<file path="config.mk">
export PLATFORM = sky130hd
export DESIGN_NAME = ecc_cipher_add_flat
export DESIGN_NICKNAME = d
export VERILOG_FILES = /design/src/rtl/ecc_pkg.sv /design/src/rtl/ecc_cipher_add_if.sv /design/src/rtl/ecc_mod_mul.sv /design/src/rtl/ecc_cipher_add.sv /design/src/flat_wrapper.sv
export SDC_FILE = /design/constraint.sdc
export NUM_CORES = 1
export LEC_CHECK = 0
export ABC_CLOCK_PERIOD_IN_PS = 33600
export CORE_MARGIN = 2
export CORE_UTILIZATION = 45
export DETAILED_ROUTE_END_ITERATION = 10
export PLACE_DENSITY_LB_ADDON = 0.12
export SETUP_SLACK_MARGIN = 0.05
export SYNTH_ARGS = -nofsm -noshare
export SYNTH_HDL_FRONTEND = slang
export SYNTH_SLANG_ARGS = --single-unit
</file>
<file path="constraint.sdc">
create_clock -name clk -period 33.6 [get_ports clk]
set_input_delay 5.04 -clock clk [delete_from_list [all_inputs] [get_ports clk]]
set_output_delay 5.04 -clock clk [all_outputs]
set_load 0.05 [all_outputs]
</file>
<file path="src/rtl/ecc_pkg.sv">
// Shared definitions for the ECC datapath stages (lookup, key, cipher add):
// FSM state encoding, default field/curve constants and the point-at-infinity
// flag convention.
package ecc_pkg;

  // Default field and curve: GF(23), y^2 = x^3 + x + B.
  localparam int DEF_W = 8;
  localparam int DEF_P = 23;
  localparam int DEF_A = 1;

  // A point travels as (x, y, inf); when inf is set, x and y carry no meaning.
  localparam logic PT_INF    = 1'b1;
  localparam logic PT_FINITE = 1'b0;

  // Point-addition sequencer states.
  typedef enum logic [2:0] {
    ST_IDLE,
    ST_CHECK,
    ST_INV,
    ST_SLOPE,
    ST_XR,
    ST_YR
  } add_state_t;

endpackage

</file>
<file path="src/rtl/ecc_cipher_add_if.sv">
// Operand/result bundle of the cipher-point adder. The master presents the two
// points with a strobe. The slave reports busy and returns the sum with a
// one-cycle strobe.
interface ecc_cipher_add_if #(
  parameter int W = 8
);
  logic         in_valid;
  logic [W-1:0] mx;
  logic [W-1:0] my;
  logic         m_inf;
  logic [W-1:0] kx;
  logic [W-1:0] ky;
  logic         k_inf;
  logic         busy;
  logic         out_valid;
  logic [W-1:0] cx;
  logic [W-1:0] cy;
  logic         c_inf;

  modport master (
    output in_valid, mx, my, m_inf, kx, ky, k_inf,
    input  busy, out_valid, cx, cy, c_inf
  );

  modport slave (
    input  in_valid, mx, my, m_inf, kx, ky, k_inf,
    output busy, out_valid, cx, cy, c_inf
  );
endinterface

</file>
<file path="src/rtl/ecc_mod_mul.sv">
// Combinational modular multiplier: r = (a * b) mod P, using a 2W-bit product.
module ecc_mod_mul #(
  parameter int W = 8,
  parameter int P = 23
) (
  input  logic [W-1:0] a,
  input  logic [W-1:0] b,
  output logic [W-1:0] r
);

  localparam logic [2*W-1:0] P_2W = (2*W)'(P);

  logic [2*W-1:0] prod;

  // Full-width product, then reduce. P < 2^W, so the remainder fits in W bits.
  always_comb begin
    prod = {{W{1'b0}}, a} * {{W{1'b0}}, b};
    r    = W'(prod % P_2W);
  end

endmodule

</file>
<file path="src/rtl/ecc_cipher_add.sv">
// Cipher-point adder: Pc = Pm + Km by affine point addition over GF(P).
// Degenerate cases are resolved in CHECK. The general case finds the
// denominator inverse by a sequential search, then forms lambda, xr and yr.
// All of these steps share a single modular multiplier.
module ecc_cipher_add
  import ecc_pkg::*;
#(
  parameter int W = DEF_W,
  parameter int P = DEF_P,
  parameter int A = DEF_A
) (
  input  logic            clk,
  input  logic            reset,
  ecc_cipher_add_if.slave bus
);

  localparam logic [W-1:0] P_W  = W'(P);
  localparam logic [W:0]   P_W1 = (W+1)'(P);
  localparam logic [W+1:0] P_W2 = (W+2)'(P);
  localparam logic [W+1:0] A_W2 = (W+2)'(A % P);
  localparam logic [W-1:0] P_M1 = W'(P - 1);
  localparam logic [W-1:0] ONE  = W'(1);

  // v mod P for a raw W-bit coordinate.
  function automatic logic [W-1:0] mod_red(input logic [W-1:0] v);
    return v % P_W;
  endfunction

  // (a - b) mod P, computed as (a + P - b) mod P so nothing goes negative.
  function automatic logic [W-1:0] mod_sub(input logic [W-1:0] a,
                                           input logic [W-1:0] b);
    logic [W:0] s;
    s = {1'b0, a} + P_W1 - {1'b0, b};
    return W'(s % P_W1);
  endfunction

  add_state_t   state;
  logic [W-1:0] x1, y1, x2, y2;
  logic         m_inf_q, k_inf_q;
  logic [W-1:0] num, den, c, inv, lam, xr;
  logic         busy_q, out_valid_q, c_inf_q;
  logic [W-1:0] cx_q, cy_q;

  logic [W-1:0] mul_a, mul_b, mul_r;
  logic [W+1:0] dbl_num_t;
  logic [W:0]   dbl_den_t;
  logic [W-1:0] dbl_num, dbl_den;

  ecc_mod_mul #(.W(W), .P(P)) u_mul (
    .a (mul_a),
    .b (mul_b),
    .r (mul_r)
  );

  // Select multiplier operands for the current step.
  always_comb begin
    // NOTE: every always_comb output gets a default first, so no path can leave it unassigned and infer a latch.
    mul_a = '0;
    mul_b = '0;
    unique case (state)
      ST_CHECK: begin mul_a = x1;  mul_b = x1;                 end  // x1^2
      ST_INV:   begin mul_a = den; mul_b = c;                  end  // den*c
      ST_SLOPE: begin mul_a = num; mul_b = inv;                end  // num/den
      ST_XR:    begin mul_a = lam; mul_b = lam;                end  // lambda^2
      ST_YR:    begin mul_a = lam; mul_b = mod_sub(x1, xr);    end  // lambda*(x1-xr)
      default:  begin mul_a = '0;  mul_b = '0;                 end
    endcase
  end

  // Doubling slope terms: num = 3*x1^2 + A, den = 2*y1. The multiplier supplies x1^2 in CHECK.
  always_comb begin
    dbl_num_t = {2'b00, mul_r} + {2'b00, mul_r} + {2'b00, mul_r} + A_W2;
    dbl_num   = W'(dbl_num_t % P_W2);
    dbl_den_t = {y1, 1'b0};
    dbl_den   = W'(dbl_den_t % P_W1);
  end

  // Sequencer: capture, classify, invert, then form lambda, xr and yr.
  always_ff @(posedge clk or negedge reset) begin
    // NOTE: every register, datapath included, is cleared on reset so an aborted operation leaves no stale operands behind.
    if (!reset) begin
      state       <= ST_IDLE;
      x1          <= '0;
      y1          <= '0;
      x2          <= '0;
      y2          <= '0;
      m_inf_q     <= 1'b0;
      k_inf_q     <= 1'b0;
      num         <= '0;
      den         <= '0;
      c           <= '0;
      inv         <= '0;
      lam         <= '0;
      xr          <= '0;
      busy_q      <= 1'b0;
      out_valid_q <= 1'b0;
      cx_q        <= '0;
      cy_q        <= '0;
      c_inf_q     <= 1'b0;
    end else begin
      // NOTE: state uses non-blocking assignments so every register samples the pre-edge values.
      out_valid_q <= 1'b0;
      unique case (state)
        ST_IDLE: begin
          if (bus.in_valid) begin
            x1      <= mod_red(bus.mx);
            y1      <= mod_red(bus.my);
            m_inf_q <= bus.m_inf;
            x2      <= mod_red(bus.kx);
            y2      <= mod_red(bus.ky);
            k_inf_q <= bus.k_inf;
            busy_q  <= 1'b1;
            state   <= ST_CHECK;
          end
        end

        ST_CHECK: begin
          if (m_inf_q || k_inf_q || (x1 == x2 && (y1 != y2 || y1 == '0))) begin
            // Direct result: identity operand, inverse pair, or vertical tangent.
            if (m_inf_q) begin
              cx_q    <= x2;
              cy_q    <= y2;
              c_inf_q <= k_inf_q;
            end else if (k_inf_q) begin
              cx_q    <= x1;
              cy_q    <= y1;
              c_inf_q <= PT_FINITE;
            end else begin
              cx_q    <= '0;
              cy_q    <= '0;
              c_inf_q <= PT_INF;
            end
            out_valid_q <= 1'b1;
            busy_q      <= 1'b0;
            state       <= ST_IDLE;
          end else begin
            if (x1 == x2) begin
              num <= dbl_num;
              den <= dbl_den;
            end else begin
              num <= mod_sub(y2, y1);
              den <= mod_sub(x2, x1);
            end
            c     <= ONE;
            state <= ST_INV;
          end
        end

        ST_INV: begin
          if (mul_r == ONE) begin
            inv   <= c;
            state <= ST_SLOPE;
          end else begin
            c <= c + ONE;
          end
        end

        ST_SLOPE: begin
          lam   <= mul_r;
          state <= ST_XR;
        end

        ST_XR: begin
          xr    <= mod_sub(mod_sub(mul_r, x1), x2);
          state <= ST_YR;
        end

        ST_YR: begin
          cx_q        <= xr;
          cy_q        <= mod_sub(mul_r, y1);
          c_inf_q     <= PT_FINITE;
          out_valid_q <= 1'b1;
          busy_q      <= 1'b0;
          state       <= ST_IDLE;
        end

        default: state <= ST_IDLE;
      endcase
    end
  end

  // den is nonzero mod prime P, so its inverse is found by c = P-1 at the latest.
  assert property (@(posedge clk) disable iff (!reset)
                   (state == ST_INV && mul_r != ONE) |-> (c != P_M1));

  assign bus.busy      = busy_q;
  assign bus.out_valid = out_valid_q;
  assign bus.cx        = cx_q;
  assign bus.cy        = cy_q;
  assign bus.c_inf     = c_inf_q;

endmodule
</file>
<file path="src/flat_wrapper.sv">
// flat-port wrapper written by rule: the top's interface ports become plain ports
module ecc_cipher_add_flat import ecc_pkg::*;
#(
  parameter int W = DEF_W,
  parameter int P = DEF_P,
  parameter int A = DEF_A
)
  (clk, reset, bus_in_valid, bus_mx, bus_my, bus_m_inf, bus_kx, bus_ky, bus_k_inf, bus_busy, bus_out_valid, bus_cx, bus_cy, bus_c_inf);
  ecc_cipher_add_if #(.W(W)) bus_i ();
  input  logic clk;
  input  logic reset;
  input wire logic [$bits(bus_i.in_valid)-1:0] bus_in_valid;
  input wire logic [$bits(bus_i.mx)-1:0] bus_mx;
  input wire logic [$bits(bus_i.my)-1:0] bus_my;
  input wire logic [$bits(bus_i.m_inf)-1:0] bus_m_inf;
  input wire logic [$bits(bus_i.kx)-1:0] bus_kx;
  input wire logic [$bits(bus_i.ky)-1:0] bus_ky;
  input wire logic [$bits(bus_i.k_inf)-1:0] bus_k_inf;
  output wire logic [$bits(bus_i.busy)-1:0] bus_busy;
  output wire logic [$bits(bus_i.out_valid)-1:0] bus_out_valid;
  output wire logic [$bits(bus_i.cx)-1:0] bus_cx;
  output wire logic [$bits(bus_i.cy)-1:0] bus_cy;
  output wire logic [$bits(bus_i.c_inf)-1:0] bus_c_inf;
  assign bus_i.in_valid = bus_in_valid;
  assign bus_i.mx = bus_mx;
  assign bus_i.my = bus_my;
  assign bus_i.m_inf = bus_m_inf;
  assign bus_i.kx = bus_kx;
  assign bus_i.ky = bus_ky;
  assign bus_i.k_inf = bus_k_inf;
  assign bus_busy = bus_i.busy;
  assign bus_out_valid = bus_i.out_valid;
  assign bus_cx = bus_i.cx;
  assign bus_cy = bus_i.cy;
  assign bus_c_inf = bus_i.c_inf;
  ecc_cipher_add #(.W(W), .P(P), .A(A)) u_core (.clk(clk), .reset(reset), .bus(bus_i));
endmodule
</file>
==> run_results.csv, run 1 <==
group,metric,value,unit
clocking,cts.htree.levels,3,
routing,drc,0,
setup_path,path_class,"reg2reg",
setup_path,rr_endpoint,"u_core.xr[3]$_DFFE_PN0N_",
clocking,cts_tree,"yes",
sta,worstMarginPinSlew,1260,ps
placement,dp_hpwl,47000,µm
setup_path,critPathCapture,"u_core.xr[3]$_DFFE_PN0N_",
floorplanning,core,44200,µm²
global_routing,antenna_found_initial,0,
placement,portBuffers,55,
setup_path,critPathRequiredTime,33830,ps
setup_path,end_kind,"flip-flop",
layout,fin_nets,2992,
run,cap_violations,0,
setup_path,worst_path_most_repeated_cell,"ha_1",
sta,period_needed,31870,ps
clocking,cts-root-buf,"clkbuf_16",
logic_synthesis,async_reset_ff_frac,1.00,
logic_synthesis,syn_area_per_cell,7.39,µm²
floorplanning,io_pins,56,
global_routing,grt.total_usage,0.250,
hold_path,hp-class,"reg2reg",
logic_synthesis,ys.warnings.count,0,
sta,hold_viol_final,0,
floorplanning,die_y,215,µm
floorplanning,die_area,46400,µm²
sta,setup_violations,0,
setup_path,reg2reg_depth,144,
sta,finalMaxSlewViolations,0,
global_routing,gr-total-overflow,0,
logic_synthesis,synthCells,2725,
layout,num_antenna_cells,0,
setup_path,start_kind,"flip-flop",
routing,drtIter0Drc,1836,
layout,layout-drive-gt1-share,0.119,
sta,tns,0,ps
setup_path,cpPeakStageDelay,570,ps
setup_path,arrival,32100,ps
logic_synthesis,synth_flop_cell,"dfrtp_1",
sta,clock_skew,13.0,ps
layout,syn_to_final_growth,11.5,%
routing,viasPerCell,6.04,
routing,drtAntennaViolNets,0,
placement,pre_cts_ws,-652,ps
clocking,cts-hold-fix-buffers,0,
placement,dp.cells,3302,
clocking,clock_latency,370,ps
setup_path,critPathMaxFanout,11,
sta,fin_ws,1730,ps
sta,fmax,0.0314,GHz
clocking,cts_buffers,9,
clocking,clock-sinks,104,
global_routing,grt_max_degree,73,
routing,via_count,20200,
layout,stdcell_count,3351,
logic_synthesis,yosysTopAreaCell,"dfrtp_1",
logic_synthesis,synth_top_cell_area_share,0.129,
logic_synthesis,yosys-top-cells-area,"dfrtp_1 (13%), ha_1 (9.9%), xnor2_1 (5.8%), nand2_1 (4.8%), nor2_1 (4.8%)",
routing,wl_per_cell,17.9,µm
logic_synthesis,synth-seq-area-share,0.129,
logic_synthesis,synth_edf_count,0,
logic_synthesis,synth_cell_type_count,129,
routing,finalWirelength,60100,µm
clocking,cts_max_path_buffers,2,
logic_synthesis,synth_fp_nets,2963,
setup_path,cpMaxStageDelayCell,"fa_1",
routing,firstDrtPassIters,6,
sta,maxSlewHeadroom,0.152,
logic_synthesis,syn_area,20100,µm²
floorplanning,rows,77,
layout,utilization,0.507,
run_status,status,"completed",
floorplanning,die-width,215,µm
clocking,path_clk_slew,80,ps
sta,fin_crit_sh,0.948,
placement,globalplace.congestion,0.946,
logic_synthesis,ys_ff_latch,104,
setup_path,reg2reg_from,"u_core.x1[1]$_DFFE_PN0P_",
global_routing,grt_pass1_wl,96700,µm
floorplanning,initial_utilization,0.455,
setup_path,startpoint,"u_core.x1[1]$_DFFE_PN0P_",
global_routing,grt_pass1_vias,18700,
setup_path,rrSetupSlack,1730,ps
## registers in the layout, indices dropped and copies added, names as in the netlist
| register | count |
|---|---|
| u_core.m_inf_q | 1 |
| u_core.k_inf_q | 1 |
| u_core.lam | 8 |
| u_core.inv | 8 |
| u_core.y1 | 8 |
| u_core.bus.c_inf | 1 |
| u_core.y2 | 8 |
| u_core.bus.cy | 8 |
| u_core.xr | 8 |
| u_core.bus.out_valid | 1 |
| u_core.bus.cx | 8 |
| u_core.x2 | 8 |
| u_core.c | 8 |
| u_core.num | 8 |
| u_core.state | 3 |
| u_core.x1 | 8 |
| u_core.bus.busy | 1 |
| u_core.den | 8 |
## cell usage in the layout, fill, tap and decap left out, types with 21 or more instances in the layout
| master | instances |
|---|---|
| a31oi_1 | 21 |
| mux2_2 | 44 |
| fa_1 | 42 |
| o21a_1 | 31 |
| nor2_1 | 248 |
| o22ai_1 | 28 |
| a21o_1 | 35 |
| nand2_1 | 253 |
| a211oi_1 | 23 |
| nand3_1 | 65 |
| inv_1 | 201 |
| a22oi_1 | 25 |
| and2_1 | 25 |
| ha_1 | 153 |
| a21oi_1 | 177 |
| o211ai_1 | 40 |
| buf_4 | 65 |
| xor2_1 | 63 |
| clkdlybuf4s50_1 | 54 |
| nand2b_1 | 46 |
| and3_1 | 27 |
| dfrtp_1 | 102 |
| nor3_1 | 61 |
| or2_2 | 31 |
| mux2i_1 | 41 |
| o21ai_1 | 38 |
| xnor2_1 | 118 |
| nor2b_1 | 39 |
| o21ai_0 | 185 |
## worst min path at each step
stage,start,to,cells after the start
final,u_core.den[6]$_DFFE_PN0P_,u_core.den[6]$_DFFE_PN0P_,2
after floorplan,u_core.den[0]$_DFFE_PN0P_,u_core.den[0]$_DFFE_PN0P_,2
after detailed placement,u_core.den[1]$_DFFE_PN0P_,u_core.den[1]$_DFFE_PN0P_,2
after global placement,u_core.den[1]$_DFFE_PN0P_,u_core.den[1]$_DFFE_PN0P_,2
after global routing,u_core.den[6]$_DFFE_PN0P_,u_core.den[6]$_DFFE_PN0P_,2
after CTS,u_core.den[1]$_DFFE_PN0P_,u_core.den[1]$_DFFE_PN0P_,2
## Yosys cell counts, types with 47 or more instances
master	instances
dfrtp_1	104
xor2_1	70
nand2_1	256
nor3_1	63
ha_1	159
clkbuf_1	77
a21oi_1	186
mux2i_1	47
o21ai_0	188
nand3_1	65
inv_1	203
xnor2_1	134
nor2_1	255
## repair_timing
item	CTS	global route
resized for setup	19	106
buffers inserted	2	31
pin swaps	2	26
endpoints found under the setup margin	8	8
## through the flow
step	hold WS, ps	cell area, µm²
detailed placement	472	21200
global placement	469	21200
finish	479	22400
global route	513	22400
floorplan	446	20100
CTS	488	21600
## per-layer routing
metal | track usage | up-vias | wire [µm]
li1 | - | 9955 | -
met1 | 0.359 | 9691 | 29000
met2 | 0.402 | 528 | 27200
met3 | 0.0269 | 74 | 2730
met4 | 0.0552 | 0 | 1190
met5 | 0 | - | 0
## worst max-delay path: cells and delay by family, from the launching register on
kind	cells	cell delay, ps
compound gates	57	11930
buf+inv	11	1590
mux	6	1880
simple gates	36	6430
flops	1	480
xor+xnor	14	2760
fa+ha+maj	20	6600
## layout make-up
class	instances	area, µm²
repair buffers	120	1030
inverters	205	769
well taps	592	741
fillers	4333	21800
clock inverters	6	75.1
clock buffers	10	229
flip-flops and latches	104	2610
multi-input cells	2314	17000
## logic make-up after synthesis
| logic type | after synthesis | synth area share |
|---|---|---|
| multiplexers | 94 | 0.0499 |
| buffers and inverters | 307 | 0.0599 |
| adder cells (fa/ha/maj) | 203 | 0.142 |
| flip-flops | 104 | 0.129 |
| AND/OR/NAND/NOR | 930 | 0.225 |
| XOR/XNOR | 204 | 0.0888 |
| AO/OA/AOI/OAI | 883 | 0.305 |
Power of run 1 is left out: the tool's default activity adds up to more than one toggle a clock period on the data nets, which glitch-free logic cannot reach.
==> inputs of run 2 (changes only) <==
--- a/config.mk
+++ b/config.mk
@@ -9,6 +9,7 @@
 export CORE_MARGIN = 2
 export CORE_UTILIZATION = 45
 export DETAILED_ROUTE_END_ITERATION = 10
+export GPL_TIMING_DRIVEN = 1
 export PLACE_DENSITY_LB_ADDON = 0.12
 export SETUP_SLACK_MARGIN = 0.05
 export SYNTH_ARGS = -nofsm -noshare
==> results of run 2 <==
The final DEF is identical to that of run 1; final timing and power are the same.
Power of run 2 is left out for the same reason.
==> inputs of run 3 (changes only) <==
--- a/config.mk
+++ b/config.mk
@@ -10,8 +10,8 @@
 export CORE_UTILIZATION = 45
 export DETAILED_ROUTE_END_ITERATION = 10
 export GPL_TIMING_DRIVEN = 1
-export PLACE_DENSITY_LB_ADDON = 0.12
 export SETUP_SLACK_MARGIN = 0.05
 export SYNTH_ARGS = -nofsm -noshare
 export SYNTH_HDL_FRONTEND = slang
+export SYNTH_HIERARCHICAL = 1
 export SYNTH_SLANG_ARGS = --single-unit
==> run_results.csv, run 3 <==
group,metric,value,unit
run_status,status,"completed",
logic_synthesis,yosys-top-cells-area,"dfrtp_1 (12%), ha_1 (9.5%), nand2_1 (5.5%), a21oi_1 (4.7%), o21ai_0 (4.6%)",
sta,fmax,0.0318,GHz
setup_path,path_class,"reg2reg",
floorplanning,die-width,221,µm
layout,utilization,0.486,
logic_synthesis,synthSimpleGateAreaFrac,0.257,
layout,layout_common_cells,"nand2_1 (309), nor2_1 (215), a21oi_1 (200), o21ai_0 (196), inv_1 (189)",
layout,layout-drive-gt1-share,0.0752,
logic_synthesis,synthCells,2897,
setup_path,critical-path-top-delay-family,"compound AO/OA/AOI/OAI gates",
logic_synthesis,synth.most_common_cell,"nand2_1",
setup_path,cpPeakStageDelay,540,ps
sta,period_needed,31480,ps
layout,num_antenna_cells,0,
logic_synthesis,syn_area_per_cell,7.34,µm²
logic_synthesis,synth_top_family_by_area,"compound AO/OA/AOI/OAI gates",
sta,maxSlewHeadroom,0.292,
clocking,cts.htree.levels,3,
setup_path,critPathMaxFanout,14,
logic_synthesis,synth_top_cell_area_share,0.122,
placement,dp_hpwl,51300,µm
logic_synthesis,syn_area,21300,µm²
floorplanning,die_area,49000,µm²
sta,setup_violations,0,
logic_synthesis,synth_cell_type_count,134,
logic_synthesis,synth_compound_area_frac,0.322,
placement,globalplace.congestion,0.985,
routing,wl_per_cell,18.3,µm
routing,firstDrtPassIters,6,
layout,area.sequential,2600,µm²
routing,dr_wl_met3,2650,µm
logic_synthesis,synth_fp_nets,3139,
logic_synthesis,synth_mux_area_frac,0.0467,
global_routing,gr-total-overflow,0,
global_routing,grt_pass1_wl,104000,µm
clocking,cts_max_path_buffers,2,
routing,m1WireLength,28400,µm
routing,via_count,21900,
floorplanning,die_y,221,µm
floorplanning,core,46600,µm²
setup_path,worst_path_most_repeated_cell,"ha_1",
layout,syn_to_final_growth,6.44,%
clocking,cts_buffers,9,
logic_synthesis,synth_common_cells,"nand2_1 (309), nor2_1 (218), a21oi_1 (200), o21ai_0 (196), inv_1 (189)",
logic_synthesis,async_reset_ff_frac,1.00,
run,cap_violations,0,
global_routing,antenna_found_initial,0,
sta,clock_skew,10.2,ps
sta,fin_crit_sh,0.937,
setup_path,arrival,31700,ps
global_routing,grt_max_degree,59,
routing,finalWirelength,63800,µm
setup_path,rrSetupSlack,2120,ps
logic_synthesis,synthAdderAreaFrac,0.138,
logic_synthesis,ys_ff_latch,104,
hold_path,hp-class,"reg2reg",
layout,fillCellCount,4656,
layout,multi_input_area,17600,µm²
routing,viasPerCell,6.28,
sta,hold_viol_final,0,
placement,portBuffers,55,
setup_path,cpMaxStageDelayCell,"fa_1",
global_routing,grt.total_usage,0.250,
sta,finalMaxSlewViolations,0,
routing,drc,0,
setup_path,critPathRequiredTime,33830,ps
clocking,cts-root-buf,"clkbuf_16",
global_routing,grt_pass1_vias,20500,
logic_synthesis,synth-seq-area-share,0.122,
clocking,path_clk_slew,80,ps
floorplanning,initial_utilization,0.457,
routing,drtAntennaViolNets,0,
clocking,clock_latency,380,ps
routing,drtIter0Drc,1636,
sta,worstMarginPinSlew,1060,ps
layout,final_common_cell,"nand2_1",
logic_synthesis,yosysTopAreaCell,"dfrtp_1",
logic_synthesis,synth_xor_area_frac,0.0597,
clocking,cts_tree,"yes",
logic_synthesis,ys.warnings.count,6,
sta,rsz0062_at_grt,"false",
routing,wl_met2,30500,µm
routing,top_layer,"met4",
setup_path,cp_num_buf_inv,7,
layout,fin_nets,3124,
logic_synthesis,synth_flop_cell,"dfrtp_1",
setup_path,end_kind,"flip-flop",
sta,tns,0,ps
floorplanning,io_pins,56,
logic_synthesis,synth_edf_count,0,
clocking,clock-sinks,104,
floorplanning,rows,79,
setup_path,start_kind,"flip-flop",
[run 3: cell types whose count changed after synthesis, moves of 17 or more]
cell      change
xor2_1       -27
nor2_1       -37
a211oi_1     +17
a31oi_1      +23
nand3_1      +45
xnor2_1      -32
clkbuf_1     -18
and2_1       +57
nand2_1      +53
[run 3: final timing paths]
| kind | startpoint | endpoint | cells after the start |
|---|---|---|---|
| min | u_core/den[1]$_DFFE_PN0P_ | u_core/den[1]$_DFFE_PN0P_ | 2 |
| min in group asynchronous | reset | u_core/bus.out_valid$_DFF_PN0_ | 1 |
| min reg2reg | u_core/den[1]$_DFFE_PN0P_ | u_core/den[1]$_DFFE_PN0P_ | 2 |
| max reg2reg | u_core/x1[3]$_DFFE_PN0P_ | u_core/xr[1]$_DFFE_PN0P_ | 122 |
| max in group asynchronous | reset | u_core/num[3]$_DFFE_PN0P_ | 2 |
| max | u_core/x1[3]$_DFFE_PN0P_ | u_core/xr[1]$_DFFE_PN0P_ | 122 |
[run 3: kinds of logic (layout without fill, tap and decap cells)]
logic type | count (synthesis) | in the layout
DFF | 104 | 104
xor gates and xnor gates | 145 | 145
muxes | 92 | 92
AOI/OAI and AO/OA | 970 | 970
adders and majority gates | 209 | 209
buffers and inverters | 285 | 275
and+or+nand+nor | 1092 | 1092
[run 3: cell type report]
cell class	instances	share of cell area
Clock buffer	11	0.0107
Clock inverter	5	0.00171
Inverter	192	0.0318
Multi-Input combinational cell	2508	0.779
Sequential cell	104	0.115
Tap cell	607	0.0335
Timing Repair Buffer	67	0.0282
[run 3: repair_timing]
item	4_1_cts	5_1_grt
setup buffers	0	0
setup endpoints to repair	0	8
resized for setup	0	23
endpoints found under the hold margin	0	0
hold buffers	0	0
[run 3: worst min-delay path, delay by kind of cell, from the launching register on]
| family | cells | cell delay, ps |
|---|---|---|
| DFF | 1 | 350 |
| and+or+nand+nor | 1 | 50 |
| AOI/OAI and AO/OA | 1 | 60 |
[run 3: routing by layer]
layer,global-route usage,up-vias
met1,0.323,10500
met3,0.0226,108
li1,-,10700
met5,0,-
met2,0.436,601
met4,0.0890,0
[run 3: per-stage QoR]
stage	setup slack, ps	std cells	area (µm²)	hold WS, ps
3_3_place_gp	2720	3478	22200	466
5_1_grt	48.7	3494	22600	529
6_report	2120	3494	22600	487
4_1_cts	1610	3494	22500	491
2_1_floorplan	5840	2897	21300	449
3_5_place_dp	1740	3478	22200	471
Power of run 3 is left out for the same reason.
==> patch (config.mk and constraints of run 1) <==
Re-encode `add_state_t` (6 states) as one-hot, 6 bits wide.
--- a/src/rtl/ecc_pkg.sv
+++ b/src/rtl/ecc_pkg.sv
@@ -15,9 +15,9 @@
   // Point-addition sequencer states.
-  typedef enum logic [2:0] {
-    ST_IDLE,
-    ST_CHECK,
-    ST_INV,
-    ST_SLOPE,
-    ST_XR,
-    ST_YR
+  typedef enum logic [5:0] {
+    ST_IDLE  = 6'b000001,
+    ST_CHECK = 6'b000010,
+    ST_INV   = 6'b000100,
+    ST_SLOPE = 6'b001000,
+    ST_XR    = 6'b010000,
+    ST_YR    = 6'b100000
   } add_state_t;
Formal check against the unedited RTL: same outputs for any inputs over 4 cycles, from zero or initial values and one cycle with reset low; so few cycles prove little.
==> patch against run 1 <==
Clock skew shrank 0.0024 ns; design area decreased by 5.2%; routed wire length decreased by 5.7%; sequential share of layout area up 0.99 points; critical endpoint is now u_core.xr[2]; worst setup slack gained 0.20 ns; sequential cell count is 3 higher; synthesized area is 3.1% lower; hold slack improved by 0.0071 ns; via count fell by 5.6%.
Power is not shown: default switching activity piles up to over one toggle a cycle in this logic, so the estimate is an artifact.
==> patch: results (changes against run 1) <==
Placement
  • Half-perimeter wire length of the detailed placement result: 45180 um (was 46960 um)
  • Pre-CTS setup slack: 0.2399 ns (was -0.6520 ns)
  • Final weighted congestion of routability-driven global placement: 0.9277 (was 0.9463)

Finish
  • Share of layout cells above drive strength 1: 9.651% (was 11.89%)
  • Number of filler cells placed in the layout: 4306 (was 4333)

Timing
  • Setup skew after layout: 0.01066 ns (was 0.01305 ns)
  • Worst rel slew slack: 15.96% (was 15.17%)

Route
  • Violation count after the first detailed-routing iteration: 1250 (was 1836)
  • Number of vias per cell: 5.981 (was 6.042)
  • Wirelength per Cell: 17.74 um (was 17.93 um)
  • Vias: 19120 (was 20250)
  • First-pass detailed-route iteration total: 5 (was 6)

Synthesis
  • Cell types occupying the most area after synthesis: sky130_fd_sc_hd__dfrtp_1 (14%), sky130_fd_sc_hd__ha_1 (10%), sky130_fd_sc_hd__xnor2_1 (5.7%) (was sky130_fd_sc_hd__dfrtp_1 (13%), sky130_fd_sc_hd__ha_1 (9.9%), sky130_fd_sc_hd__xnor2_1 (5.8%))
  • Post-Syn Instances: 2581 (was 2725)
  • Top cells by instance count after synthesis: sky130_fd_sc_hd__nor2_1 (267), sky130_fd_sc_hd__nand2_1 (259), sky130_fd_sc_hd__inv_1 (193), sky130_fd_sc_hd__ha_1 (161), sky130_fd_sc_hd__a21oi_1 (156) (was sky130_fd_sc_hd__nand2_1 (256), sky130_fd_sc_hd__nor2_1 (255), sky130_fd_sc_hd__inv_1 (203), sky130_fd_sc_hd__o21ai_0 (188), sky130_fd_sc_hd__a21oi_1 (186))
  • Sequential fraction of the synthesis area: 13.73% (was 12.93%)

Critical path
  • Max stage delay on crit path: 0.53 ns (was 0.57 ns)
  • Largest fanout on the critical path: 14 (was 11)

Global route
  • Pin count of the biggest net entering global routing: 56 (was 73)
  • Via count of the first global-routing pass: 18030 (was 18720)
  • First-pass GRT wire length: 91920 um (was 96660 um)
  • All-layer global routing usage: 24.88% (was 24.97%)

Clocking
  • H-Tree Level Count: 3 (unchanged)
  • Clock tree root buffer cell: sky130_fd_sc_hd__clkbuf_16 (unchanged)

Status
  • Status: complete, no violations (unchanged)
-- patch: cell types whose count changed after synthesis, moves of 9 or more --
cell | run 1 | this run
sky130_fd_sc_hd__inv_1 | 203 | 193
sky130_fd_sc_hd__o21ai_0 | 188 | 155
sky130_fd_sc_hd__clkbuf_1 | 77 | 34
sky130_fd_sc_hd__a221oi_1 | 19 | 5
sky130_fd_sc_hd__nand2b_1 | 46 | 26
sky130_fd_sc_hd__a21oi_1 | 186 | 156
sky130_fd_sc_hd__buf_4 | 3 | 12
sky130_fd_sc_hd__nor2_1 | 255 | 267
sky130_fd_sc_hd__a211oi_1 | 23 | 14
sky130_fd_sc_hd__o211ai_1 | 40 | 14
-- patch: area by class of cell --
cell class              count  share of cell area [%]
multi-input cells        2211                   75.57
flip-flops and latches    107                   12.60
inverters                 197                   3.476
repair buffers             80                   3.458
well taps                 585                   3.441
clock buffers               9                   1.059
clock inverters             7                  0.3940
-- patch: logic make-up (layout without fill, tap and decap cells) --
kind of cell | count (synthesis) | in the layout | share of synthesized area, %
mux | 87 | 87 | 4.835
fa+ha+maj | 207 | 207 | 14.84
flops | 107 | 107 | 13.73
xor+xnor | 201 | 201 | 9.306
compound gates | 806 | 806 | 29.33
buf+inv | 263 | 293 | 5.592
simple gates | 910 | 910 | 22.36
-- patch: routing by layer --
metal / wire (um) / GRT usage (%) / up-vias
li1: - / - / 9431
met1: 25160 / 31.99 / 9101
met2: 27990 / 45.08 / 493
met3: 2082 / 1.625 / 91
met4: 1456 / 6.559 / 0
met5: 0 / 0 / -
-- patch: per-stage QoR --
step	util (%)	TNS, ns	area (um2)
after CTS	48.52	0	20850
final	49.50	0	21270
after floorplan	-	0	19510
after global placement	47.80	0	20540
after detailed placement	47.80	0	20540
after global routing	49.50	-0.3117	21270
-- patch: path summary, 6_finish.rpt --
kind                            depth (start not counted)  slack (ns)       endpoint          start
worst max-delay path                                  131        1.93   u_core.xr[2]   u_core.x1[1]
worst min-delay path                                    2        0.49  u_core.den[2]  u_core.den[2]
worst max register to register                        131        1.93   u_core.xr[2]   u_core.x1[1]
worst min register to register                          2        0.49  u_core.den[2]  u_core.den[2]
max in group asynchronous                               2       27.63   u_core.x1[1]          reset
min in group asynchronous                               1        4.70   u_core.y1[1]          reset
-- patch: timing repair --
| item | in CTS | in global routing |
|---|---|---|
| hold endpoints to repair | 0 | 0 |
| setup buffers | 0 | 13 |
| setup endpoints to repair | 0 | 8 |
| gates resized for setup | 0 | 67 |
-- patch: worst reg2reg max path, delay by kind of cell (launching register included) --
family / cells / cell delay (ns)
compound gates: 51 / 11.36
simple gates: 35 / 7.32
buf+inv: 6 / 0.55
fa+ha+maj: 19 / 6.31
xor+xnor: 12 / 2.55
flops: 1 / 0.48
mux: 8 / 2.93
